`src/rtl/rr_replay_unpacker.sv`:
```
// Replay-side unpacker: splits one packed rr_stream_bus_t logging unit into per-channel logb/loge handshakes.
// Optional build macro RR_UNPACK_LEN_CHECK_EN enables the sticky in_len consistency check on len_err.
package rr_replay_unpacker_pkg;
  function automatic int width_of(logic [255:0] cw, int i);
    return int'(cw[i*8 +: 8]);
  endfunction

  function automatic int sum_widths(logic [255:0] cw, int n);
    int s;
    s = 0;
    for (int i = 0; i < n; i++) s += width_of(cw, i);
    return s;
  endfunction

  function automatic int max_width(logic [255:0] cw, int n);
    int m;
    m = 1;
    for (int i = 0; i < n; i++) if (width_of(cw, i) > m) m = width_of(cw, i);
    return m;
  endfunction
endpackage

module rr_replay_unpacker
  import rr_replay_unpacker_pkg::*;
#(
  parameter int LOGB_CHANNEL_CNT = 4,
  parameter logic [8*LOGB_CHANNEL_CNT-1:0] CHANNEL_WIDTHS = {8'd8, 8'd16, 8'd64, 8'd32},
  parameter int LOGE_CHANNEL_CNT = 4,
  localparam int MAX_W        = max_width(256'(CHANNEL_WIDTHS), LOGB_CHANNEL_CNT),
  localparam int HDR_W        = LOGB_CHANNEL_CNT + LOGE_CHANNEL_CNT,
  localparam int FULL_WIDTH   = sum_widths(256'(CHANNEL_WIDTHS), LOGB_CHANNEL_CNT) + HDR_W,
  localparam int OFFSET_WIDTH = $clog2(FULL_WIDTH + 1)
) (
  input  logic                              clk,
  input  logic                              rstn,
  input  logic                              in_valid,
  output logic                              in_ready,
  input  logic [FULL_WIDTH-1:0]             in_data,
  input  logic [OFFSET_WIDTH-1:0]           in_len,
  output logic [LOGB_CHANNEL_CNT-1:0]       logb_valid,
  input  logic [LOGB_CHANNEL_CNT-1:0]       logb_ready,
  output logic [LOGB_CHANNEL_CNT*MAX_W-1:0] logb_data,
  output logic [LOGE_CHANNEL_CNT-1:0]       loge_valid,
  input  logic [LOGE_CHANNEL_CNT-1:0]       loge_ready,
  output logic [31:0]                       unit_cnt,
  output logic                              len_err
);

  localparam logic [0:0] IDLE     = 1'b0;
  localparam logic [0:0] DISPATCH = 1'b1;

  logic [0:0]                        state_q, state_d;
  logic [LOGB_CHANNEL_CNT-1:0]       logb_vld_q, logb_vld_d;
  logic [LOGE_CHANNEL_CNT-1:0]       loge_vld_q, loge_vld_d;
  logic [LOGB_CHANNEL_CNT*MAX_W-1:0] data_q, data_d, data_ext;
  logic [31:0]                       unit_cnt_q, unit_cnt_d;
  logic [LOGB_CHANNEL_CNT-1:0]       hdr_b;
  logic [LOGE_CHANNEL_CNT-1:0]       hdr_e;
  logic [FULL_WIDTH-1:0]             shifted_c;
  int                                off_c;
  logic                              accept;

  function automatic logic [MAX_W-1:0] lane_mask(int w);
    logic [MAX_W-1:0] m;
    m = '0;
    for (int b = 0; b < MAX_W; b++) if (b < w) m[b] = 1'b1;
    return m;
  endfunction

  assign hdr_b    = in_data[LOGB_CHANNEL_CNT-1:0];
  assign hdr_e    = in_data[LOGB_CHANNEL_CNT +: LOGE_CHANNEL_CNT];
  assign in_ready = (state_q == IDLE);
  assign accept   = in_valid && in_ready;

  // Absent channels occupy no payload bits, so each present channel starts where the previous one ended.
  // The final offset doubles as the expected unit length.
  always_comb begin
    off_c     = HDR_W;
    shifted_c = '0;
    data_ext  = '0;
    for (int i = 0; i < LOGB_CHANNEL_CNT; i++) begin
      if (hdr_b[i]) begin
        shifted_c = in_data >> off_c;
        data_ext[i*MAX_W +: MAX_W] = shifted_c[MAX_W-1:0] &
                                     lane_mask(width_of(256'(CHANNEL_WIDTHS), i));
        off_c = off_c + width_of(256'(CHANNEL_WIDTHS), i);
      end
    end
  end

  always_comb begin
    state_d    = state_q;
    logb_vld_d = logb_vld_q;
    loge_vld_d = loge_vld_q;
    data_d     = data_q;
    unit_cnt_d = unit_cnt_q;
    if (accept) begin
      unit_cnt_d = unit_cnt_q + 32'd1;
      logb_vld_d = hdr_b;
      loge_vld_d = hdr_e;
      data_d     = data_ext;
      state_d    = (|{hdr_b, hdr_e}) ? DISPATCH : IDLE;
    end else if (state_q == DISPATCH) begin
      logb_vld_d = logb_vld_q & ~logb_ready;
      loge_vld_d = loge_vld_q & ~loge_ready;
      if ((logb_vld_d == '0) && (loge_vld_d == '0)) state_d = IDLE;
    end
  end

  always_ff @(posedge clk or negedge rstn) begin
    if (!rstn) begin
      state_q    <= IDLE;
      logb_vld_q <= '0;
      loge_vld_q <= '0;
      data_q     <= '0;
      unit_cnt_q <= '0;
    end else begin
      state_q    <= state_d;
      logb_vld_q <= logb_vld_d;
      loge_vld_q <= loge_vld_d;
      data_q     <= data_d;
      unit_cnt_q <= unit_cnt_d;
    end
  end

`ifdef RR_UNPACK_LEN_CHECK_EN
  logic len_err_q;

  // Sticky: a bad length is flagged but the unit is still dispatched.
  always_ff @(posedge clk or negedge rstn) begin
    if (!rstn) begin
      len_err_q <= 1'b0;
    end else if (accept && (int'(in_len) != off_c)) begin
      len_err_q <= 1'b1;
    end
  end

  assign len_err = len_err_q;
`else
  logic unused_len;
  assign unused_len = ^in_len;
  assign len_err    = 1'b0;
`endif

  assign logb_valid = logb_vld_q;
  assign loge_valid = loge_vld_q;
  assign logb_data  = data_q;
  assign unit_cnt   = unit_cnt_q;

endmodule
```
`config.mk`:
```
export PLATFORM = sky130hd
export DESIGN_NAME = rr_replay_unpacker
export DESIGN_NICKNAME = d
export VERILOG_FILES = /design/src/rtl/rr_replay_unpacker.sv
export SDC_FILE = /design/constraint.sdc
export NUM_CORES = 1
export LEC_CHECK = 0
export CAP_MARGIN = 10
export CORE_AREA = 5 5 168 170
export CTS_CLUSTER_DIAMETER = 40
export DETAILED_ROUTE_END_ITERATION = 12
export DIE_AREA = 0 0 173 175
export GPL_ROUTABILITY_DRIVEN = 0
export PLACE_DENSITY = 0.69
export SLEW_MARGIN = 20
export SYNTH_ARGS = -nofsm -noshare
export SYNTH_HDL_FRONTEND = slang
export SYNTH_SLANG_ARGS = --single-unit
```
`constraint.sdc`:
```
create_clock -name clk -period 1.8 [get_ports clk]
set_input_delay 0.36 -clock clk [delete_from_list [all_inputs] [get_ports clk]]
set_output_delay 0.36 -clock clk [all_outputs]
set_load 0.005 [all_outputs]
```
### Word level (Yosys, flattened, before mapping)

Index checks and enable logic that the tools add are counted.

* flip-flop bits (word level): 297
* output and inout bits: 298
* logic and storage cells: 45

* add/sub/neg operators: 3
* shift-type cells: 3
* muxes and demuxes: 19
* bitwise gates (word level): 9
* reduce and logical (&&, ||, !) cells: 6

Operators by type and width (number)
* $shr A128 B32 Y64: 3
* $mux W64: 4
* $and A64 B16 Y64: 1
* $and A64 B32 Y64: 1
* $and A64 B64 Y64: 1
* $and A64 B8 Y64: 1
* $mux W32: 2
* $add A32 B1 Y32 const B: 1
* $add A32 B6 Y32 const B: 1
* $add A32 B8 Y32 const B: 1
* $mux W4: 4
* $and A4 B4 Y4: 2
* $logic_not A4 Y1: 2
* $mux W1: 8
* $not A4 Y4: 2
* $reduce_or A8 Y1: 1
* $mux W6: 1
* $logic_and A1 B1 Y1: 2
* $reduce_bool A2 Y1: 1
* $not A1 Y1: 1

### Depth between registers and ports, before layout

* word-level depth: 8
* gate-level depth with buffers: 7

### Worst setup path after synthesis

OpenSTA, ideal clock, no wires.

* path kind: register to register
* start: register unit_cnt_q[0], in the netlist unit_cnt[0]
* end: register unit_cnt_q[14], in the netlist unit_cnt[14]
* library setup time: 124 ps
* data arrival time: 1519 ps
* slack: 157 ps
* cell stages (with the launch flop): 7
* buffers on the path: 1
* period minus slack after synthesis: 1643 ps
* path through: dfrtp_1 -> ha_1 -> nand3b_4 -> nor4_2 -> buf_4 -> nand4_1 -> xnor2_1

* word-level cells in the longest chain between the ends: 1

RTL lines
* start: declaration: line 56 `logic [31:0] unit_cnt_q, unit_cnt_d;`
* start signal: assignment: line 122 `unit_cnt_q <= unit_cnt_d;`
* $add A32 B1 Y32: line 98 `unit_cnt_d = unit_cnt_q + 32'd1;`

No other way between the ends.
A chain may end at the register's enable or synchronous reset.

### Worst setup path after layout

* start: register data_q[194], in the netlist logb_data[194]
* end: output logb_data[194]

RTL lines
* start: declaration: line 55 `logic [LOGB_CHANNEL_CNT*MAX_W-1:0] data_q, data_d, data_ext;`
* start signal: assignment: line 121 `data_q <= data_d;`
* end: declaration: line 42 `output logic [LOGB_CHANNEL_CNT*MAX_W-1:0] logb_data,`

No word-level cell between the ends.

==> results <==
==> through the flow <==
step / TNS (ns) / std cells / power (W)
floorplan: 0 / 1010 / 0.00795
global placement: -12.88 / 1528 / 0.0120
detailed placement: -18.04 / 1528 / 0.0121
CTS: 0 / 1564 / 0.0159
global route: 0 / 1570 / 0.0167
finish: 0 / 1570 / 0.0158
==> layout by cell type, fill, tap and decap left out, drive strengths merged, types with 2 or more instances in the layout <==
cell / instances
mux2i: 64
mux4: 24
nor4: 4
nor3: 5
xnor2: 26
o21bai: 4
clkinv: 5
inv: 14
a22o: 19
conb: 137
nand2: 151
dlygate4sd2: 3
o22ai: 3
a211oi: 19
or2: 2
o21ai: 65
dfrtp: 161
o41ai: 8
buf: 81
clkbuf: 17
diode: 2
a21oi: 3
dlymetal6s2s: 2
and2: 3
nand4: 13
and3: 3
clkinvlp: 2
clkdlybuf4s50: 291
nand2b: 4
xor2: 5
nand3: 46
nor2b: 27
nor2: 6
==> power groups by stage <==
stage               logic, W  registers (W)  clock network, W
floorplan            0.00212        0.00583                 0
global placement     0.00628        0.00575                 0
detailed placement   0.00635        0.00579                 0
CTS                  0.00639        0.00574           0.00377
global route         0.00682        0.00592           0.00393
finish               0.00634        0.00575           0.00367
==> sequential cells by signal, indices dropped and copies added, names as in the netlist <==
| signal | count |
|---|---|
| logb_data | 120 |
| state_q | 1 |
| unit_cnt | 32 |
| loge_valid | 4 |
| logb_valid | 4 |
==> routing by layer <==
metal,wire (um),up-vias,track usage [%]
met5,0,-,0
met4,502,0,5.12
met3,1840,29,3.85
met2,15500,302,33.5
met1,14500,3685,28.7
li1,-,3434,-
==> path summary, 6_finish.rpt <==
check | startpoint | endpoint | slack, ns | cells past startpoint
setup / recovery | logb_data[194] | logb_data[194] | 0.04 | 1
hold / removal | rstn | logb_data[137] | 0.42 | 2
setup reg to reg | state_q | unit_cnt[19] | 0.14 | 6
hold reg to reg | logb_data[11] | logb_data[11] | 0.47 | 2
max in group asynchronous | rstn | logb_data[107] | 0.77 | 3
min in group clk | in_data[0] | logb_data[72] | 0.46 | 3
==> layout make-up <==
type | instances | share of cell area (%)
Inverter | 7 | 0.243
Timing Repair Buffer | 378 | 29.1
Multi-Input combinational cell | 649 | 31.5
Antenna cell | 2 | 0.0388
Clock inverter | 15 | 1.16
Clock buffer | 17 | 3.30
Sequential cell | 161 | 31.3
Tap cell | 341 | 3.31
==> what timing repair did <==
| item | in CTS | in global routing |
|---|---|---|
| buffers inserted | 3 | 4 |
| hold endpoints to repair | 29 | 0 |
| hold buffers | 1 | 0 |
| pin swaps | 0 | 0 |
| cloned | 0 | 0 |
| setup endpoints to repair | 8 | 9 |
| gates resized for setup | 9 | 5 |
==> cells by family (layout without fill, tap and decap cells) <==
family / after synthesis / in the layout / synth area share (%)
and+or+nand+nor: 269 / 269 / 14.4
adders and majority gates: 1 / 1 / 0.140
xor gates and xnor gates: 31 / 31 / 3.04
other: 1 / 139 / 0.0420
DFF: 161 / 161 / 45.2
AOI/OAI and AO/OA: 123 / 123 / 8.79
buffers and inverters: 200 / 417 / 15.1
muxes: 88 / 88 / 13.2
==> impl_metrics.yaml <==
critical_path:
  end_kind: "output pin"
  arrival_ns: 1.40
  crit_family: "buffers and inverters"
  crit_fanout: 2
  required_ns: 1.44
  crit_slowest_cell: "clkdlybuf4s50_1"
  startpoint_type: "flip-flop"
  worstPathBufferInverterCount: 1
  crit_chain: "clkdlybuf4s50_1"
  cpPeakStageDelay_ns: 0.63
  critPathKind: "reg -> out"
logic_synthesis:
  synth-edff-count: 0
  synth_top_area_share_pct: 45.2
  synthTopCellsByArea: "dfrtp_1 45%, buf_4 12%, mux2i_1 7.2%"
  yosys_warnings: 0
  synth-main-ff-cell: "dfrtp_1"
  ys_top_cells_by_count: "161 x dfrtp_1, 151 x nand2_1, 144 x buf_4"
  synth-seq-area-share_pct: 45.2
  synth_cell_type_count: 43
  synth_area_leader_cell: "dfrtp_1"
  syn_area_per_cell_um2: 10.2
  synth_cells: 874
  synth_area_um2: 8920
  synth-async-reset-ratio_pct: 100
  synth_most_common_cell: "dfrtp_1"
  ys_ff_latch: 161
clocking:
  clkLatencyLatePin_ns: 0.43
  clockBufferDepth: 2
  cts.htree.levels: 4
  cts_made_buffers: 17
  root_buffer: "clkbuf_16"
  clk_pin_slew_ns: 0.07
  cts_tree: "done"
  cts.sinks: 161
power_and_ir_drop:
  comb_power_share_pct: 40.2
  internal_power_w: 0.0105
  ir_drop_mv: 0.628
  switching_share_pct: 33.3
  pwr-share-seq_pct: 36.5
  clkPwrFrac_pct: 23.3
  power_leakage_nw: 5.91
  p_per_area_nw_per_um2: 1220
  switchingPower_w: 0.00525
detailed_routing:
  viasPerCell: 4.75
  drtIter0Drc: 575
  ant_nets: 0
  drt_first_pass_iters: 5
  routed_wl_um: 32400
  drc: 0
  wire_per_inst_um: 20.6
  num_vias: 7450
sta:
  fin_skew_ns: 0.0137
  drv_slew: 0
  setup_viol: 0
  max_freq_mhz: 568
  hold_ws_ns: 0.422
  period_needed_ns: 1.76
  grt_setup_unrepaired: "false"
  post-route-period-util_pct: 97.9
  finalHoldViolations: 0
  layout_setup_ws_ns: 0.0380
floorplanning:
  start_util_pct: 33.6
  die_area_um2: 30300
  io_pins: 445
  die_w_um: 173
  core-area_um2: 26600
  fp.dieH_um: 175
  rows: 60
layout:
  multi_input_area_um2: 4060
  area_growth_pct: 44.5
  finalNetCount: 1362
  fin_area_um2: 12900
  final_core_utilization_pct: 48.5
  register_area_um2: 4040
  drive_gt1_share_pct: 12.6
  nFillCells: 2416
placed_design:
  dp_hpwl_um: 25300
  dpl_cell_area_um2: 12200
  dpl_worst_slack_ns: -0.242
  port_buffers: 299
global_routing:
  grt_max_degree: 47
  grt_pass1_wl_um: 48100
  grt_pass1_vias: 7490
  grtUsageTotal_pct: 20.6
  antenna_found_initial: 2
  grt_overflow: 0
flow_run:
  max_cap_viol_count: 0
hold_path:
  hold_path.class: "in -> async"
outcome:
  outcome: "completed"
No activity file was read; power rests on OpenSTA's default activity.
